## src/rtl/mmu_ctrl_n_pkg.sv

```systemverilog
// Shared types for the matrix-multiply controller: FSM state encoding and
// accumulator width helper used by both the controller and the array.
package tpu_pkg;

    typedef enum logic [1:0] {
        IDLE,
        RUN,
        DONE
    } ctrl_state_e;

    function automatic int acc_w(input int n, input int dw);
        return 2 * dw + $clog2(n);
    endfunction

endpackage

```

## src/rtl/mmu_ctrl_n_if.sv

```systemverilog
// Host-side load/read bus of the matrix-multiply controller.
interface mmu_ctrl_n_if #(
    parameter int N  = 2,
    parameter int DW = 8,
    parameter int OW = 8
);
    localparam int IW = $clog2(N * N);

    logic          load_en;
    logic          load_sel_ab;
    logic [IW-1:0] load_index;
    logic [DW-1:0] in_data;
    logic          load_ready;
    logic          start;
    logic          clear;
    logic          output_en;
    logic [IW-1:0] output_sel;
    logic [OW-1:0] out_data;
    logic          out_valid;
    logic          busy;
    logic          done;
    logic          err;

    modport master (
        output load_en, load_sel_ab, load_index, in_data, start, clear, output_en, output_sel,
        input  load_ready, out_data, out_valid, busy, done, err
    );

    modport slave (
        input  load_en, load_sel_ab, load_index, in_data, start, clear, output_en, output_sel,
        output load_ready, out_data, out_valid, busy, done, err
    );
endinterface

```

## src/rtl/mmu_ctrl_n_array.sv

```systemverilog
// NxN multiply array: latches A/B on arr_start, accumulates one k-slice per
// cycle for N cycles, then pulses done with C_flat holding the full sums.
module mmu_array_n
    import tpu_pkg::*;
#(
    parameter int N  = 2,
    parameter int DW = 8
) (
    input  logic                           clk,
    input  logic                           arr_rst_n,
    input  logic                           arr_start,
    input  logic [N*N*DW-1:0]              A_flat,
    input  logic [N*N*DW-1:0]              B_flat,
    output logic [N*N*acc_w(N, DW)-1:0]    C_flat,
    output logic                           done
);
    localparam int NE    = N * N;
    localparam int ACC_W = acc_w(N, DW);
    localparam int KW    = $clog2(N);

    logic [NE*DW-1:0]    a_q, a_d, b_q, b_d;
    logic [NE*ACC_W-1:0] acc_q, acc_d;
    logic [KW-1:0]       k_q, k_d;
    logic                run_q, run_d, done_q, done_d;
    logic [DW-1:0]       a_el, b_el;
    logic [2*DW-1:0]     prod;
    int unsigned         k;

    always_comb begin
        a_d    = a_q;
        b_d    = b_q;
        acc_d  = acc_q;
        k_d    = k_q;
        run_d  = run_q;
        done_d = 1'b0;
        a_el   = '0;
        b_el   = '0;
        prod   = '0;
        k      = 32'(k_q);
        if (arr_start) begin
            a_d   = A_flat;
            b_d   = B_flat;
            acc_d = '0;
            k_d   = '0;
            run_d = 1'b1;
        end else if (run_q) begin
            for (int unsigned i = 0; i < N; i++) begin
                for (int unsigned j = 0; j < N; j++) begin
                    a_el = a_q[(i*N + k)*DW +: DW];
                    b_el = b_q[(k*N + j)*DW +: DW];
                    prod = (2*DW)'(a_el) * (2*DW)'(b_el);
                    acc_d[(i*N + j)*ACC_W +: ACC_W] = acc_q[(i*N + j)*ACC_W +: ACC_W] + ACC_W'(prod);
                end
            end
            k_d = k_q + 1'b1;
            if (k == N - 1) begin
                run_d  = 1'b0;
                done_d = 1'b1;
            end
        end
    end

    // Synchronous reset: arr_rst_n is a gated version of the controller reset.
    always_ff @(posedge clk) begin
        if (!arr_rst_n) begin
            a_q    <= '0;
            b_q    <= '0;
            acc_q  <= '0;
            k_q    <= '0;
            run_q  <= 1'b0;
            done_q <= 1'b0;
        end else begin
            a_q    <= a_d;
            b_q    <= b_d;
            acc_q  <= acc_d;
            k_q    <= k_d;
            run_q  <= run_d;
            done_q <= done_d;
        end
    end

    assign C_flat = acc_q;
    assign done   = done_q;
endmodule

```

## src/rtl/mmu_ctrl_n.sv

```systemverilog
// Host-side controller for mmu_array_n: operand collection, start control,
// result conversion into a readback bank and registered reads.
module mmu_ctrl_n
    import tpu_pkg::*;
#(
    parameter int N          = 2,
    parameter int DW         = 8,
    parameter int OW         = 8,
    parameter int SATURATE   = 1,
    parameter int AUTO_START = 1
) (
    input logic        clk,
    input logic        rst_n,
    mmu_ctrl_n_if.slave bus
);
    localparam int NE    = N * N;
    localparam int ACC_W = acc_w(N, DW);

    ctrl_state_e         state_q, state_d;
    logic [NE*DW-1:0]    a_q, a_d, b_q, b_d;
    logic [NE-1:0]       a_ld_q, a_ld_d, b_ld_q, b_ld_d;
    logic [NE*OW-1:0]    bank_q, bank_d;
    logic                bank_vld_q, bank_vld_d;
    logic [OW-1:0]       out_data_q, out_data_d;
    logic                out_valid_q, out_valid_d;
    logic                err_q, err_d;
    logic                arr_start_q, arr_start_d;
    logic                arr_rst_n, arr_done, all_loaded, start_go;
    logic [NE*ACC_W-1:0] c_flat;
    int unsigned         ld_i, sel_i;

    function automatic logic [OW-1:0] conv(input logic [ACC_W-1:0] sum);
        logic [ACC_W+OW-1:0] ext;
        ext = (ACC_W+OW)'(sum);
        if (SATURATE != 0 && (ext >> OW) != '0) return '1;
        return ext[OW-1:0];
    endfunction

    assign all_loaded = (&a_ld_q) & (&b_ld_q);
    assign start_go   = (AUTO_START != 0) ? all_loaded : (bus.start & all_loaded);

    always_comb begin
        state_d     = state_q;
        a_d         = a_q;
        b_d         = b_q;
        a_ld_d      = a_ld_q;
        b_ld_d      = b_ld_q;
        bank_d      = bank_q;
        bank_vld_d  = bank_vld_q;
        err_d       = err_q;
        arr_start_d = 1'b0;
        out_valid_d = bus.output_en;
        out_data_d  = '0;
        ld_i        = 32'(bus.load_index);
        sel_i       = 32'(bus.output_sel);

        if (bus.output_en) begin
            if (bank_vld_q && sel_i < NE) out_data_d = bank_q[sel_i*OW +: OW];
            else                          err_d      = 1'b1;
        end

        case (state_q)
            IDLE, DONE: begin
                if (start_go) begin
                    arr_start_d = 1'b1;
                    a_ld_d      = '0;
                    b_ld_d      = '0;
                    state_d     = RUN;
                end else if (AUTO_START == 0 && bus.start) begin
                    err_d = 1'b1;
                end
                if (bus.load_en) begin
                    if (ld_i < NE) begin
                        if (bus.load_sel_ab) begin
                            b_d[ld_i*DW +: DW] = bus.in_data;
                            b_ld_d[ld_i]       = 1'b1;
                        end else begin
                            a_d[ld_i*DW +: DW] = bus.in_data;
                            a_ld_d[ld_i]       = 1'b1;
                        end
                    end else begin
                        err_d = 1'b1;
                    end
                end
            end
            RUN: begin
                if (bus.load_en) err_d = 1'b1;
                if (arr_done) begin
                    for (int unsigned e = 0; e < NE; e++)
                        bank_d[e*OW +: OW] = conv(c_flat[e*ACC_W +: ACC_W]);
                    bank_vld_d = 1'b1;
                    state_d    = DONE;
                end
            end
            default: state_d = IDLE;
        endcase

        // clear overrides everything decided above, including a same-cycle start or load
        if (bus.clear) begin
            state_d     = IDLE;
            a_ld_d      = '0;
            b_ld_d      = '0;
            bank_vld_d  = 1'b0;
            err_d       = 1'b0;
            arr_start_d = 1'b0;
        end
    end

    always_ff @(posedge clk or negedge rst_n) begin
        if (!rst_n) begin
            state_q     <= IDLE;
            a_q         <= '0;
            b_q         <= '0;
            a_ld_q      <= '0;
            b_ld_q      <= '0;
            bank_q      <= '0;
            bank_vld_q  <= 1'b0;
            out_data_q  <= '0;
            out_valid_q <= 1'b0;
            err_q       <= 1'b0;
            arr_start_q <= 1'b0;
        end else begin
            state_q     <= state_d;
            a_q         <= a_d;
            b_q         <= b_d;
            a_ld_q      <= a_ld_d;
            b_ld_q      <= b_ld_d;
            bank_q      <= bank_d;
            bank_vld_q  <= bank_vld_d;
            out_data_q  <= out_data_d;
            out_valid_q <= out_valid_d;
            err_q       <= err_d;
            arr_start_q <= arr_start_d;
        end
    end

    assign arr_rst_n = rst_n & ~(bus.clear & (state_q == RUN));

    mmu_array_n #(.N(N), .DW(DW)) u_array (
        .clk       (clk),
        .arr_rst_n (arr_rst_n),
        .arr_start (arr_start_q),
        .A_flat    (a_q),
        .B_flat    (b_q),
        .C_flat    (c_flat),
        .done      (arr_done)
    );

    assign bus.load_ready = (state_q != RUN);
    assign bus.busy       = (state_q == RUN);
    assign bus.done       = (state_q == DONE);
    assign bus.out_data   = out_data_q;
    assign bus.out_valid  = out_valid_q;
    assign bus.err        = err_q;
endmodule

```

## src/flat_wrapper.sv

```systemverilog
// flat-port wrapper written by rule: the top's interface ports become plain ports
module mmu_ctrl_n_flat import tpu_pkg::*;
#(
    parameter int N          = 2,
    parameter int DW         = 8,
    parameter int OW         = 8,
    parameter int SATURATE   = 1,
    parameter int AUTO_START = 1
)
  (clk, rst_n, bus_load_en, bus_load_sel_ab, bus_load_index, bus_in_data, bus_start, bus_clear, bus_output_en, bus_output_sel, bus_load_ready, bus_out_data, bus_out_valid, bus_busy, bus_done, bus_err);
  mmu_ctrl_n_if #(.N(N), .DW(DW), .OW(OW)) bus_i ();
  input logic clk;
  input logic rst_n;
  input wire logic [$bits(bus_i.load_en)-1:0] bus_load_en;
  input wire logic [$bits(bus_i.load_sel_ab)-1:0] bus_load_sel_ab;
  input wire logic [$bits(bus_i.load_index)-1:0] bus_load_index;
  input wire logic [$bits(bus_i.in_data)-1:0] bus_in_data;
  input wire logic [$bits(bus_i.start)-1:0] bus_start;
  input wire logic [$bits(bus_i.clear)-1:0] bus_clear;
  input wire logic [$bits(bus_i.output_en)-1:0] bus_output_en;
  input wire logic [$bits(bus_i.output_sel)-1:0] bus_output_sel;
  output wire logic [$bits(bus_i.load_ready)-1:0] bus_load_ready;
  output wire logic [$bits(bus_i.out_data)-1:0] bus_out_data;
  output wire logic [$bits(bus_i.out_valid)-1:0] bus_out_valid;
  output wire logic [$bits(bus_i.busy)-1:0] bus_busy;
  output wire logic [$bits(bus_i.done)-1:0] bus_done;
  output wire logic [$bits(bus_i.err)-1:0] bus_err;
  assign bus_i.load_en = bus_load_en;
  assign bus_i.load_sel_ab = bus_load_sel_ab;
  assign bus_i.load_index = bus_load_index;
  assign bus_i.in_data = bus_in_data;
  assign bus_i.start = bus_start;
  assign bus_i.clear = bus_clear;
  assign bus_i.output_en = bus_output_en;
  assign bus_i.output_sel = bus_output_sel;
  assign bus_load_ready = bus_i.load_ready;
  assign bus_out_data = bus_i.out_data;
  assign bus_out_valid = bus_i.out_valid;
  assign bus_busy = bus_i.busy;
  assign bus_done = bus_i.done;
  assign bus_err = bus_i.err;
  mmu_ctrl_n #(.N(N), .DW(DW), .OW(OW), .SATURATE(SATURATE), .AUTO_START(AUTO_START)) u_core (.clk(clk), .rst_n(rst_n), .bus(bus_i));
endmodule
```

## config.mk

```make
export PLATFORM = sky130hd
export DESIGN_NAME = mmu_ctrl_n_flat
export DESIGN_NICKNAME = d
export VERILOG_FILES = /design/src/rtl/mmu_ctrl_n_pkg.sv /design/src/rtl/mmu_ctrl_n_if.sv /design/src/rtl/mmu_ctrl_n_array.sv /design/src/rtl/mmu_ctrl_n.sv /design/src/flat_wrapper.sv
export SDC_FILE = /design/constraint.sdc
export NUM_CORES = 1
export LEC_CHECK = 0
export CORE_MARGIN = 1
export CORE_UTILIZATION = 55
export DETAILED_ROUTE_END_ITERATION = 6
export DONT_BUFFER_PORTS = 1
export MAX_ROUTING_LAYER = met4
export PLACE_DENSITY = 0.69
export SYNTH_ARGS = -nofsm -noshare
export SYNTH_HDL_FRONTEND = slang
export SYNTH_SLANG_ARGS = --single-unit
```

## constraint.sdc

```tcl
create_clock -name clk -period 7.6 [get_ports clk]
set_input_delay 2.28 -clock clk [delete_from_list [all_inputs] [get_ports clk]]
set_output_delay 2.28 -clock clk [all_outputs]
set_load 0.005 [all_outputs]
```

# ---- After elaboration in Yosys (flattened, before gate mapping)
# Index checks and enable logic that the tools add are counted.
dict set report totals {
  reg_bits 253
  in_bits 19
  output_inout_bits 13
  elab_cells 128
}
dict set report op_classes {
  add_sub_neg 8
  multipliers 4
  order_cmp 2
  n_eq_ne 5
  shift 7
  muxes 57
  n_bitwise 9
  n_reduce_logical 19
}
# op count
set ops {}
lappend ops {{25-bit nonzero test} 4}
lappend ops {{8-bit two-way mux} 10}
lappend ops {{17-bit by 16-bit adder with 17-bit output} 4}
lappend ops {{32-bit bitwise mux} 2}
lappend ops {{8-bit by 8-bit multiplier with 16-bit output} 4}
lappend ops {{32-bit by 6-bit indexed part select with 8-bit output} 2}
lappend ops {{32-bit by 7-bit indexed part select with 8-bit output} 2}
lappend ops {{4-bit two-way mux} 12}
lappend ops {{5-bit negation with 34-bit output} 1}
lappend ops {{8-bit by 34-bit variable shift with 32-bit output (first input constant)} 1}
lappend ops {{8-bit by 34-bit indexed part select with 32-bit output} 1}
lappend ops {{32-bit by 5-bit indexed part select with 8-bit output} 1}
lappend ops {{1-bit two-way mux} 28}
lappend ops {{4-bit bitwise OR} 2}
lappend ops {{4-bit AND reduction} 2}
lappend ops {{2-bit two-way mux} 3}
lappend ops {{3-bit by 2-bit inequality test with 1-bit output (second input constant)} 2}
lappend ops {{2-bit AND reduction} 3}
lappend ops {{3-bit AND reduction} 2}
lappend ops {{2-bit nonzero test} 3}
lappend ops {{1-bit NOT} 4}
lappend ops {{2-bit one-hot mux with 2 select lines} 1}
lappend ops {{2-bit OR reduction} 2}
lappend ops {{2-bit by 1-bit adder with 3-bit output (first input constant)} 1}
lappend ops {{other kinds (12)} 14}

# ---- Longest topological paths before layout
# Gate-level depths: netlist of the first run.
dict set report depth {
  ltp_word 9
  mapped_depth 22
  ltp_nobuf 19
}

# ---- Hierarchy
# A second synthesis of the first run with hierarchy kept.
dict set report unflattened {
  hier_cells 2211
  area_unflattened_um2 20639.8
}
# mod n_inst cells_per_inst area_each_um2 seq_area_each_um2
set by_module_without_submodules {}
lappend by_module_without_submodules {mmu_array_n 1 1790 15547.4 2702.6}
lappend by_module_without_submodules {mmu_ctrl_n 1 421 5092.4 2952.8}

# ---- Least setup slack after synthesis of the first run
# OpenSTA, ideal clock, no wires.
dict set report synth_path {
  kind {register to register}
  from {reg u_core.u_array.k_q}
  to {reg u_core.u_array.acc_q[16] (netlist: u_core.u_array.C_flat[16])}
  setup_ps 122
  t_arrival_ps 5316
  required_ps 7478
  path_slack_ps 2162
  path_stages_with_launch 19
  path_buffers 2
  period_less_slack_ps 5438
  path_cell_list {dfxtp_1 buf_2 buf_1 mux2i_1 nor2_1 fa_1 fa_1 fa_1 inv_1 fa_1 inv_1 ha_1 a21oi_1 nor2_1 a211oi_1 o22ai_1 o2111ai_1 nand4b_1 a311o_1}
}
dict set report synth_between {
  elab_chain_len 3
  elab_cells_between_ends 4
  cone_classes {1 x add/sub; 1 x mul; 2 x shift}
}
# item line
set synth_lines {}
lappend synth_lines {{start: declaration} mmu_ctrl_n_array.sv:23} ;# logic [KW-1:0] k_q, k_d;
lappend synth_lines {{start signal: assignment} mmu_ctrl_n_array.sv:76} ;# k_q <= k_d;
lappend synth_lines {{32-bit by 6-bit indexed part select with 8-bit output or 32-bit by 5-bit indexed part select with 8-bit output (tied branches)} {mmu_ctrl_n_array.sv:50, mmu_ctrl_n_array.sv:49}}
lappend synth_lines {{8-bit by 8-bit multiplier with 16-bit output *} mmu_ctrl_n_array.sv:51} ;# prod = (2*DW)'(a_el) * (2*DW)'(b_el);
lappend synth_lines {{17-bit by 16-bit adder with 17-bit output *} mmu_ctrl_n_array.sv:52} ;# acc_d[(i*N + j)*ACC_W +: ACC_W] = acc_q[(i*N + j)*ACC_W +: ACC_W] + ACC_W'(prod);
lappend synth_lines {{end signal: assignment} mmu_ctrl_n_array.sv:68} ;# acc_q <= '0;
lappend synth_lines {{end signal: assignment} mmu_ctrl_n_array.sv:75} ;# acc_q <= acc_d;
lappend synth_lines {{end: declaration} mmu_ctrl_n_array.sv:22} ;# logic [NE*ACC_W-1:0] acc_q, acc_d;
# Every way passes the cells marked *; elsewhere a longest branch is shown, timed or not.
# A chain may end at the register's enable or synchronous reset.

# ---- Worst setup path in the final report of the first run
dict set report layout_path {
  from {reg u_core.u_array.k_q}
  to {reg u_core.u_array.acc_q[65] (netlist: u_core.u_array.C_flat[65])}
}
dict set report layout_between {
  elab_chain_len 4
  elab_cells_between_ends 6
  cone_classes {3 x add/sub; 1 x mul; 2 x shift}
}
# item line
set layout_lines {}
lappend layout_lines {{2-bit by 1-bit adder with 3-bit output (on tied branches)} {mmu_ctrl_n_array.sv:49, mmu_ctrl_n_array.sv:50}}
lappend layout_lines {{32-bit by 7-bit indexed part select with 8-bit output (on tied branches)} {mmu_ctrl_n_array.sv:49, mmu_ctrl_n_array.sv:50}}
lappend layout_lines {{8-bit by 8-bit multiplier with 16-bit output *} mmu_ctrl_n_array.sv:51}
lappend layout_lines {{17-bit by 16-bit adder with 17-bit output *} mmu_ctrl_n_array.sv:52}
# Marks and branches as above.

==> results of run 1 <==
[state kept, by name, indices dropped and copies added (netlist names), 2 cells and up]
signal	cells
u_core.a_ld_q	4
u_core.a_q	32
u_core.b_ld_q	4
u_core.b_q	32
u_core.bank_q	32
u_core.bus.out_data	8
u_core.state_q	2
u_core.u_array.C_flat	68
u_core.u_array.a_q	32
u_core.u_array.b_q	32
[per-stage QoR]
| step | util (%) | cells | hold slack (ns) | setup WS [ns] | power (mW) |
|---|---|---|---|---|---|
| 6_report | 60.41 | 2656 | 0.4569 | 1.287 | 2.905 |
| 5_1_grt | 60.41 | 2656 | 0.4723 | 1.024 | 2.992 |
| 4_1_cts | 60.41 | 2656 | 0.4573 | 1.332 | 2.927 |
| 3_5_place_dp | 57.70 | 2602 | 0.4506 | 1.324 | 1.500 |
| 3_3_place_gp | 57.70 | 2602 | 0.4448 | 1.533 | 1.494 |
| 2_1_floorplan | - | 2185 | 0.4238 | 2.162 | 1.476 |
[synth_stat cells, types with 33 or more instances]
| master | n |
|---|---|
| ha_1 | 158 |
| mux2_2 | 33 |
| o21ai_0 | 66 |
| dfrtp_1 | 118 |
| fa_1 | 200 |
| a21oi_1 | 46 |
| clkbuf_1 | 61 |
| nor2_1 | 283 |
| nand2_1 | 231 |
| dfxtp_1 | 135 |
| inv_1 | 386 |
| mux2i_1 | 135 |
[cell type report]
class	instances	area [µm²]	area share, %
Timing Repair Buffer	41	320.3	1.483
Inverter	386	1449	6.710
Sequential cell	253	5664	26.23
Clock inverter	12	163.9	0.7591
Clock buffer	42	804.5	3.726
Tap cell	461	576.8	2.671
Multi-Input combinational cell	1461	12610	58.42
[per-layer routing]
| metal | part of all wire (%) | global-route usage [%] |
|---|---|---|
| met1 | 42 | 36.95 |
| met2 | 48 | 48.59 |
| met3 | 6.1 | 4.742 |
| met4 | 4.0 | 11.72 |
| met5 | 0 | - |
[tightest hold or removal path, stage by stage (launching register included)]
cell	delay, ns
dfxtp_1	0.32
nand2_1	0.05
a21oi_1	0.05
[path summary, 6_finish.rpt]
kind                                     startpoint                         to  cells past startpoint
worst max-delay path             u_core.u_array.k_q  u_core.u_array.C_flat[65]                     15
worst min-delay path            u_core.u_array.done          u_core.state_q[1]                      2
worst max register to register   u_core.u_array.k_q  u_core.u_array.C_flat[65]                     15
worst min register to register  u_core.u_array.done          u_core.state_q[1]                      2
max in group asynchronous                     rst_n             u_core.b_q[18]                      0
min in group asynchronous                     rst_n          u_core.bank_q[30]                      0
[where the power goes]
group	switching [mW]	internal, mW	total [mW]
Clock	0.591	0.841	1.43
Combinational	0.0467	0.0288	0.0756
Sequential	0.0245	1.37	1.40
Total	0.662	2.24	2.91
[cell families (layout without fill, tap and decap cells)]
kind of cell | after synthesis | count (layout) | share of synthesized area [%]
buf+inv | 471 | 481 | 9.004
fa+ha+maj | 358 | 358 | 29.81
mux | 176 | 176 | 9.484
flops | 253 | 253 | 28.18
xor+xnor | 29 | 29 | 1.266
simple gates | 635 | 635 | 13.38
compound gates | 263 | 263 | 8.880
==> flow_summary.toml, run 1 <==
[cts]
clk_latency_ns = 0.58
cts-root-buf = "clkbuf_16"
clk_pin_slew_worst_paths_ns = 0.07
tritoncts = "done"
htree_levels = 1
cts_inserted_buffers = 29
ctsHoldBuffers = 0
cts_setup_buffers = 0
cts_resized = 0
cts_sinks = 253
cts.path.max_buffers = 3

[placement]
gp_congestion = 0.9611
hpwlAfterDp_mm = 38.26
placed_cell_area_um2 = 20620
portBuffers = 0

[global_routing]
antenna_found_initial = 1
grt_max_degree = 120
first_global_vias = 15320
grt_pass1_wl_mm = 81.58
track_usage_pct = 29.71
grt_overflow = 0

[floorplan]
core-area_um2 = 35740
die_y_um = 193.0
io_pins = 32
die_area_um2 = 37250
die_w_um = 193.0
start_util_pct = 56.14
core.rowCount = 69

[logic_synthesis]
synth_top_flop_cell = "dfxtp_1"
synth-warning-count = 0
ys_seq_area_share_pct = 28.18
async_flop_share_pct = 46.64
ys_seq_elements = 253
synth_largest_area_cell = "fa_1"
avgSynthCellArea_um2 = 9.183
synthDistinctLibCells = 67
syn-instance-count = 2185
synth_top_area_share_pct = 19.95
syn_area_um2 = 20070
synthTopCellsByArea = "fa_1 (20%), dfrtp_1 (15%), dfxtp_1 (13%)"
synth_edf_count = 0
syn-num-nets = 2562

[timing]
finalWorstPathRequiredPeriod_ns = 6.313
setup_viol = 0
worstMarginPinSlew_ns = 1.248
hold_viol_final = 0
max-slew-margin-rel_pct = 16.64
fin_crit_sh_pct = 83.07
max_freq_mhz = 158.4
fin_setup_tns_ns = 0
finClkSkew_ns = 0.01940
rsz0062_at_grt = "false"
drv_slew = 0

[job]
cap_violations = 0

[status]
status = "finished clean"

[cells_and_area]
drive_gt1_share_pct = 6.469
area_growth_pct = 7.608
postLayoutCellArea_um2 = 21590
fillers = 3067
antenna_cells = 0
layout_commonest_cell = "inv_1"
nNetsFinal = 2549
final_cell_mix = "inv_1 (386), nor2_1 (282), nand2_1 (231)"

[critical_path]
critical_path.top_delay_family = "adder cells"
crit_fanout = 33
end_kind = "flip-flop"
cp_num_buf_inv = 3
cp.required_ns = 8.06
worstPathCellList = "buf_12 > mux2i_2 > nor2_1 > fa_1 > fa_1 > fa_1 > inv_1 > fa_1 > inv_1 > ha_1 > nor4b_1 > o21ai_0 > a21oi_1 > mux2i_1 > a311o_1"
crit_arrival_ns = 6.77
cpMostUsedCell = "fa_1"
start_kind = "flip-flop"
critical-path-max-stage-delay_ns = 0.88
crit_slowest_cell = "mux2i_2"
crit_type = "reg -> reg"
r2r_slack_ns = 1.29

[drt]
wire_per_inst_um = 19.58
avgViaCountPerCell = 5.735
drc = 0
drt-initial-drc-count = 954
routed-via-count = 15230
wirelength_mm = 52.01
drtPass1Iterations = 6
ant_nets = 0

[power_and_ir_drop]
p_leak_nw = 10.22
power_density_nw_per_um2 = 134.6
ir_drop_mv = 0.1883

[worst_hold_path]
holdCritPathClass = "reg -> reg"
Note: power is estimated with default switching activity, not from simulation.
==> inputs of run 2 (changes only) <==
--- a/config.mk
+++ b/config.mk
@@ -10,7 +10,7 @@
 export DETAILED_ROUTE_END_ITERATION = 6
 export DONT_BUFFER_PORTS = 1
 export MAX_ROUTING_LAYER = met4
-export PLACE_DENSITY = 0.69
+export PLACE_DENSITY = 0.72
 export SYNTH_ARGS = -nofsm -noshare
 export SYNTH_HDL_FRONTEND = slang
 export SYNTH_SLANG_ARGS = --single-unit
==> constraint.sdc (replaced) <==
create_clock -name clk -period 5.77 [get_ports clk]
set_input_delay 1.731 -clock clk [delete_from_list [all_inputs] [get_ports clk]]
set_output_delay 1.731 -clock clk [all_outputs]
set_load 0.005 [all_outputs]
==> flow_summary.toml, run 2 (synthesized netlist as in run 1, its figures left out) <==
[cts]
ctsHoldBuffers = 0
cts_sinks = 253
cts_resized = 0
cts_inserted_buffers = 29
clk_pin_slew_worst_paths_ns = 0.06
htree_levels = 1
cts-root-buf = "clkbuf_16"
cts_setup_buffers = 0
cts.path.max_buffers = 3
clk_latency_ns = 0.58
tritoncts = "done"

[placement]
gp_congestion = 0.9372
portBuffers = 0
dp_slack_ns = 0.2096
placed_cell_area_um2 = 20700
hpwlAfterDp_mm = 38.32
dp_cells = 2612

[timing]
worstMarginPinSlew_ns = 1.219
max_freq_mhz = 183.4
finalWorstPathRequiredPeriod_ns = 5.454
finClkSkew_ns = 0.01620
whs_ns = 0.4504
rsz0062_at_grt = "false"
hold_viol_final = 0
max-slew-margin-rel_pct = 18.58
drv_slew = 0
setup_viol = 0
fin_crit_sh_pct = 94.52
fin_setup_tns_ns = 0
final.setup.worst_slack_ns = 0.3160

[worst_hold_path]
holdCritPathClass = "reg -> reg"
hp-start = "u_core.u_array.done"
hold_path_end = "u_core.state_q[1]"
whs_path_depth = 2

[drt]
met2_length_mm = 25.45
highest_layer = "met4"
drc = 0
drt-initial-drc-count = 1071
drtPass1Iterations = 5
wirelength_mm = 52.94
ant_nets = 0
avgViaCountPerCell = 5.780
met1Wirelength_mm = 22.00
wire_per_inst_um = 19.86
route.met3.wl_mm = 3.670
routed-via-count = 15410

[cells_and_area]
layout_commonest_cell = "inv_1"
nNetsFinal = 2559
instances_no_fill = 2666
drive_gt1_share_pct = 7.120
final_core_util_pct = 60.69
largest_reg_flops = 68
final_cell_mix = "inv_1 (386), nor2_1 (282), nand2_1 (231)"
postLayoutCellArea_um2 = 21690
antenna_cells = 0
area_growth_pct = 8.106

[global_routing]
grt_pass1_wl_mm = 82.44
first_global_vias = 15540
grt_max_degree = 120
track_usage_pct = 29.94
antenna_found_initial = 0
grt_overflow = 0

[status]
status = "finished clean"

[critical_path]
crit_fanout = 48
start_kind = "flip-flop"
end_kind = "flip-flop"
r2r_slack_ns = 0.32
reg2reg_depth = 17
crit_type = "reg -> reg"
crit-reg2reg-launch = "u_core.u_array.k_q"
cp.required_ns = 6.24
crit_arrival_ns = 5.92
timing.rr.end = "u_core.u_array.C_flat[16]"

[floorplan]
io_pins = 32
die_w_um = 193.0
die_y_um = 193.0
die_area_um2 = 37250
core.rowCount = 69
start_util_pct = 56.14
core-area_um2 = 35740

[job]
cap_violations = 0

[power_and_ir_drop]
p_leak_nw = 10.26
ir_drop_mv = 0.2679
power_density_nw_per_um2 = 176.4
totalPowerFinal_mw = 3.826
==> run 2: cell types whose count changed in the layout (fill, tap and decap cells not counted), moves of 3 or more <==
cell	change
buf_4	+9
clkbuf_1	-5
clkinvlp_4	+4
inv_6	+3
==> run 2: report_power, final <==
group / switching [mW] / internal [mW]
sequential: 0.0323 / 1.81
clock: 0.807 / 1.08
combinational: 0.0622 / 0.0366
total: 0.902 / 2.92
==> run 2: per-layer routing <==
| metal | vias to the layer above | GRT usage (%) |
|---|---|---|
| met5 | - | - |
| met4 | 0 | 9.856 |
| met3 | 132 | 5.267 |
| met2 | 513 | 48.83 |
| met1 | 7740 | 37.81 |
| li1 | 7025 | - |
==> run 2: worst max path at each step <==
stage | from | to | cells past startpoint
2_1_floorplan | u_core.u_array.k_q | u_core.u_array.C_flat[16] | 18
3_3_place_gp | u_core.u_array.k_q | u_core.u_array.C_flat[33] | 18
3_5_place_dp | u_core.u_array.k_q | u_core.u_array.C_flat[16] | 18
4_1_cts | u_core.u_array.k_q | u_core.u_array.C_flat[16] | 18
5_1_grt | u_core.u_array.k_q | u_core.u_array.C_flat[33] | 19
6_report | u_core.u_array.k_q | u_core.u_array.C_flat[16] | 17
==> run 2: layout make-up <==
class	count	area [µm²]
clock buffer	38	799.5
clock inverter	16	176.4
fill	3009	14050
inverter	386	1449
multi-input combinational	1461	12620
sequential	253	5664
tap	461	576.8
timing repair buffer	51	407.9
==> run 2: worst max-delay path, stage by stage, from the launching register on <==
cell	delay, ns
dfxtp_2	0.35
buf_12	0.28
mux2i_1	0.46
nor2_1	0.13
fa_1	0.48
fa_1	0.55
inv_1	0.06
fa_1	0.47
fa_1	0.55
inv_1	0.04
ha_1	0.33
and2_1	0.17
a311o_1	0.35
a21oi_2	0.25
nor3_1	0.14
o2111ai_1	0.23
nand4b_1	0.13
a311o_1	0.32
==> variant 1: new RTL, settings of run 1 <==
Re-encode `ctrl_state_e` (3 states) as one-hot, 3 bits wide.
--- a/src/rtl/mmu_ctrl_n_pkg.sv
+++ b/src/rtl/mmu_ctrl_n_pkg.sv
@@ -3,8 +3,8 @@
 package tpu_pkg;
 
-    typedef enum logic [1:0] {
-        IDLE,
-        RUN,
-        DONE
+    typedef enum logic [2:0] {
+        IDLE = 3'b001,
+        RUN  = 3'b010,
+        DONE = 3'b100
     } ctrl_state_e;
 
Formal check against the unedited RTL: same outputs for any inputs over 4 cycles, from zero or initial values and one cycle with rst_n low; so few cycles prove little.
==> variant 1 against run 1 <==
The flow now finishes with violations (design-rule violations); worst setup slack improved by 0.29 ns; sequential cell count up 1; final area is essentially flat; routed wire length fell by 6.6%; global-route usage fell by 1.8 points; core utilization is essentially flat; area after synthesis is 0.22% higher; power fell by 1.3%; hold slack improved by 0.024 ns.
==> variant 1: results (changes against run 1) <==
- Status: finished with violations (was completed)
- Violated checks: design-rule violations
- VDD IR max: 163 uV (was 188 uV)
- Switching Share: 0.234 (was 0.228)
- WHS Endpoint: u_core.a_q[3]$_DFFE_PN0P_ (was u_core.state_q[1]$_DFFE_PN0P_)
- Slew @ Worst Pin: 1.10 ns (was 1.25 ns)
- DR vias/cell: 5.65 (was 5.73)
- Mux share of post-synthesis cell area: 0.0925 (was 0.0948)
- Initial antenna violation count: 2 (was 1)
- Synthesized area per cell: 9.11 um^2 (was 9.18 um^2)
- Initial DRC Count: 986 (was 954)
- CTS Root Cell: clkbuf_16 (unchanged)
- Compound-Gate Fraction of Synth Area: 0.0879 (was 0.0888)
- Cell family with most CP delay: adder cells (unchanged)
- Warnings from Yosys: 0 (unchanged)
- Post-synth top cells: 400 x inv_1, 273 x nor2_1, 245 x nand2_1 (was 386 x inv_1, 283 x nor2_1, 231 x nand2_1)
- Layout Nets: 2568 (was 2549)
- Fill count: 3115 (was 3067)
- Routed wl met3: 3130 um (was 3190 um)
- Top layer in use: met4 (unchanged)
- WL met1: 21400 um (was 21900 um)
- FFs w/ async S/R, synth: 0.469 (was 0.466)
- CP max stage cell: mux2i_1 (was mux2i_2)
- Min-delay src: u_core.a_q[3]$_DFFE_PN0P_ (was u_core.u_array.done$_SDFF_PP0_)
- Worst Setup EP: u_core.u_array.C_flat[33]$_SDFFE_PP0P_ (was u_core.u_array.C_flat[65]$_SDFFE_PP0P_)
- Met3 usage in global routing: 0.0450 (was 0.0474)
- Yosys cell types: 63 (was 67)
- CTS H-tree depth: 1 (unchanged)
- Combinational power share: 0.024 (was 0.026)
- Final non-filler cell total: 2677 (was 2656)
- Hpwl dp: 36400 um (was 38300 um)
- Worst clock skew: 0.0143 ns (was 0.0194 ns)
- Area contributors post-synth: fa_1 20%, dfrtp_1 15%, dfxtp_1 13% (unchanged)
- Met2 Routed Length: 22300 um (was 24900 um)
- Pre-antenna DRT Iters: 7 (was 6)
- Final wirelength: 48600 um (was 52000 um)
- Placer Congestion: 0.893 (was 0.961)
- Synth Area in XOR/XNOR: 0.0126 (was 0.0127)
- Seq pwr share: 0.484 (was 0.481)
- First-pass GRT wire length: 80400 um (was 81600 um)
- Flop2flop setup slack: 1.58 ns (was 1.29 ns)
- Leakage power: 0.0101 uW (was 0.0102 uW)
- Crit path max fanout: 55 (was 33)
- FF-to-FF path depth: 17 (was 15)
- Worst hold path class: flip-flop to flip-flop (unchanged)
- Residual DRC: 2 (was 0)
- All-Layer GR Usage: 0.279 (was 0.297)
- Largest net degree at the start of global routing: 121 (was 120)
- Clock Tree Buf Depth: 3 (unchanged)
- M2 GR Usage: 0.442 (was 0.486)
- PortBufs: 0 (unchanged)
- Seq/Total Area, Yosys: 0.283 (was 0.282)
- Adder-cell share of the synthesized area: 0.297 (was 0.298)
- Layout cells sized above 1: 0.0610 (was 0.0647)
- Hold path cells: 2 (unchanged)
- CTS Buf Count: 30 (was 29)
- WP data arrival: 6.47 ns (was 6.77 ns)
- M1 GR Usage: 0.366 (was 0.369)
[variant 1: stage by stage]
stage	worst slack, ns	power (uW)	hold slack, ns	util	area [um^2]
final	1.58	2870	0.481	0.604	21600
after detailed placement	1.67	1480	0.471	0.577	20600
after global placement	1.77	1480	0.464	0.577	20600
after floorplan	2.30	1460	0.450	-	20100
after global routing	1.31	2950	0.499	0.604	21600
after CTS	1.67	2890	0.484	0.604	21600
[variant 1: cell type report]
| type | instances | area (um^2) | area share |
|---|---|---|---|
| repair buffers | 27 | 228 | 0.0105 |
| well taps | 461 | 577 | 0.0267 |
| inverters | 400 | 1500 | 0.0695 |
| clock inverters | 15 | 129 | 0.00597 |
| clock buffers | 40 | 830 | 0.0384 |
| diodes | 2 | 5.00 | 0.000232 |
| multi-input cells | 1478 | 12600 | 0.585 |
| flip-flops and latches | 254 | 5690 | 0.264 |
==> variant 2: new RTL, config.mk and constraints of run 1 <==
Made on the original files. `DW` is set to 8 in 4 places; all go to 6.
--- a/src/rtl/mmu_ctrl_n_if.sv
+++ b/src/rtl/mmu_ctrl_n_if.sv
@@ -2,5 +2,5 @@
 interface mmu_ctrl_n_if #(
     parameter int N  = 2,
-    parameter int DW = 8,
+    parameter int DW = 6,
     parameter int OW = 8
 );
--- a/src/rtl/mmu_ctrl_n_array.sv
+++ b/src/rtl/mmu_ctrl_n_array.sv
@@ -5,5 +5,5 @@
 #(
     parameter int N  = 2,
-    parameter int DW = 8
+    parameter int DW = 6
 ) (
     input  logic                           clk,
--- a/src/rtl/mmu_ctrl_n.sv
+++ b/src/rtl/mmu_ctrl_n.sv
@@ -5,5 +5,5 @@
 #(
     parameter int N          = 2,
-    parameter int DW         = 8,
+    parameter int DW         = 6,
     parameter int OW         = 8,
     parameter int SATURATE   = 1,
--- a/src/flat_wrapper.sv
+++ b/src/flat_wrapper.sv
@@ -3,5 +3,5 @@
 #(
     parameter int N          = 2,
-    parameter int DW         = 8,
+    parameter int DW         = 6,
     parameter int OW         = 8,
     parameter int SATURATE   = 1,
Interface: changed (resized bus_in_data); port bits go from 32 to 30. The function was not compared with the original's and may differ.
==> variant 2 against run 1 <==
Count of clock-buffer cells in the layout decreased by 11; sequential cell count down 48; largest cell class unchanged; worst setup slack gained 0.45 ns; routed wire length decreased by 36%; sequential share of layout area up 3.5 points; area after synthesis is 28% lower; largest power group unchanged; highest routed layer unchanged; synthesized cell count down 31%; final area down 28%; power fell by 19%.
==> variant 2: results (changes against run 1) <==
- Status: completed (unchanged)
- First-pass GRT wire length: 54000 um (was 81600 um)
- Core area: 25500 um^2 (was 35700 um^2)
- Final non-filler cell total: 1859 (was 2656)
- ClkCell Share: 0.0519 (was 0.0449)
- Routed wl met3: 1770 um (was 3190 um)
- CP max stage cell: dfxtp_2 (was mux2i_2)
- WP data arrival: 6.23 ns (was 6.77 ns)
- FMAX: 0.170 GHz (was 0.158 GHz)
- Initial DRC Count: 645 (was 954)
- Fraction of area in multi-input gates: 0.566 (was 0.584)
- Post-synth top cells: 203 x inv_1, 196 x nor2_1, 136 x nand2_1 (was 386 x inv_1, 283 x nor2_1, 231 x nand2_1)
- Top layer in use: met4 (unchanged)
- Worst clock skew: 0.0207 ns (was 0.0194 ns)
- Post-DP Area: 14700 um^2 (was 20600 um^2)
- FF/Latch Area: 4620 um^2 (was 5660 um^2)
- Clock Sinks: 205 (was 253)
- Signal inverters: 203 (was 386)
- Fill count: 2147 (was 3067)
- Max reg flops: 52 (was 68)
- Leakage power: 0.00707 uW (was 0.0102 uW)
- M2 GR Usage: 0.424 (was 0.486)
- Hpwl dp: 24200 um (was 38300 um)
- CLK BUF: 31 (was 42)
- Worst slack, placed: 1.78 ns (was 1.32 ns)
- Multi-input gates: 1056 (was 1461)
- Yosys cell types: 63 (was 67)
- Slew @ Worst Pin: 1.02 ns (was 1.25 ns)
- DR vias/cell: 5.61 (was 5.73)
- Vias in the first global route: 10300 (was 15300)
- Met3 usage in global routing: 0.0379 (was 0.0474)
- Int Power: 1830 uW (was 2240 uW)
- All-Layer GR Usage: 0.266 (was 0.297)
- Max incr delay on CP: 1.00 ns (was 0.88 ns)
- Layout Nets: 1750 (was 2549)
- Antenna diode count: 1 (was 0)
- Crit path max fanout: 35 (was 33)
- Largest net degree at the start of global routing: 105 (was 120)
- WL met1: 15300 um (was 21900 um)
- Number of non-clock buffers: 20 (was 41)
- Worst hold margin: 0.459 ns (was 0.457 ns)
- Worst skew pair latency: 0.53 ns (was 0.58 ns)
- M1 GR Usage: 0.365 (was 0.369)
- Placer Congestion: 0.891 (was 0.961)
- Pre-antenna DRT Iters: 7 (was 6)
- FFs w/ async S/R, synth: 0.498 (was 0.466)
- Final wirelength: 33200 um (was 52000 um)
- FF-to-FF path depth: 19 (was 15)
- VDD IR max: 179 uV (was 188 uV)
- Layout cells sized above 1: 0.0792 (was 0.0647)
- Met2 Routed Length: 15700 um (was 24900 um)
- Cells after Synth: 1517 (was 2185)
- Area contributors post-synth: dfrtp_1 18%, fa_1 14%, dfxtp_1 14% (was fa_1 20%, dfrtp_1 15%, dfxtp_1 13%)
- CTS Buf Count: 24 (was 29)
- Worst Setup EP: u_core.u_array.C_flat[35]$_SDFFE_PP0P_ (was u_core.u_array.C_flat[65]$_SDFFE_PP0P_)
-- variant 2: cell types whose count changed in the layout (fill, tap and decap cells not counted), moves of 20 or more --
cell,run 1,this run
inv_1,386,203
fa_1,200,104
nand2_1,231,136
nor2_1,282,196
ha_1,158,119
dfxtp_1,133,101
mux2i_1,133,101
buf_4,40,20
-- variant 2: cell families (layout without fill, tap and decap cells) --
family,after synthesis,count (layout),share of synthesized area
xor+xnor,37,37,0.0225
simple gates,436,436,0.132
buf+inv,256,267,0.0694
compound gates,215,215,0.0975
fa+ha+maj,223,223,0.248
flops,205,205,0.320
other cells,0,1,0
mux,145,145,0.111
-- variant 2: tightest hold or removal path, cell delays in order (launching register included) --
cell	delay (ns)
dfxtp_1	0.32
nand2_1	0.06
a21oi_1	0.05
-- variant 2: power by group through the flow --
stage	registers [uW]	clock network, uW	logic [uW]
floorplan	1140	0	60.1
global placement	1150	0	70.6
detailed placement	1150	0	72.8
CTS	1120	1190	73.1
global route	1130	1230	81.2
finish	1130	1160	73.0
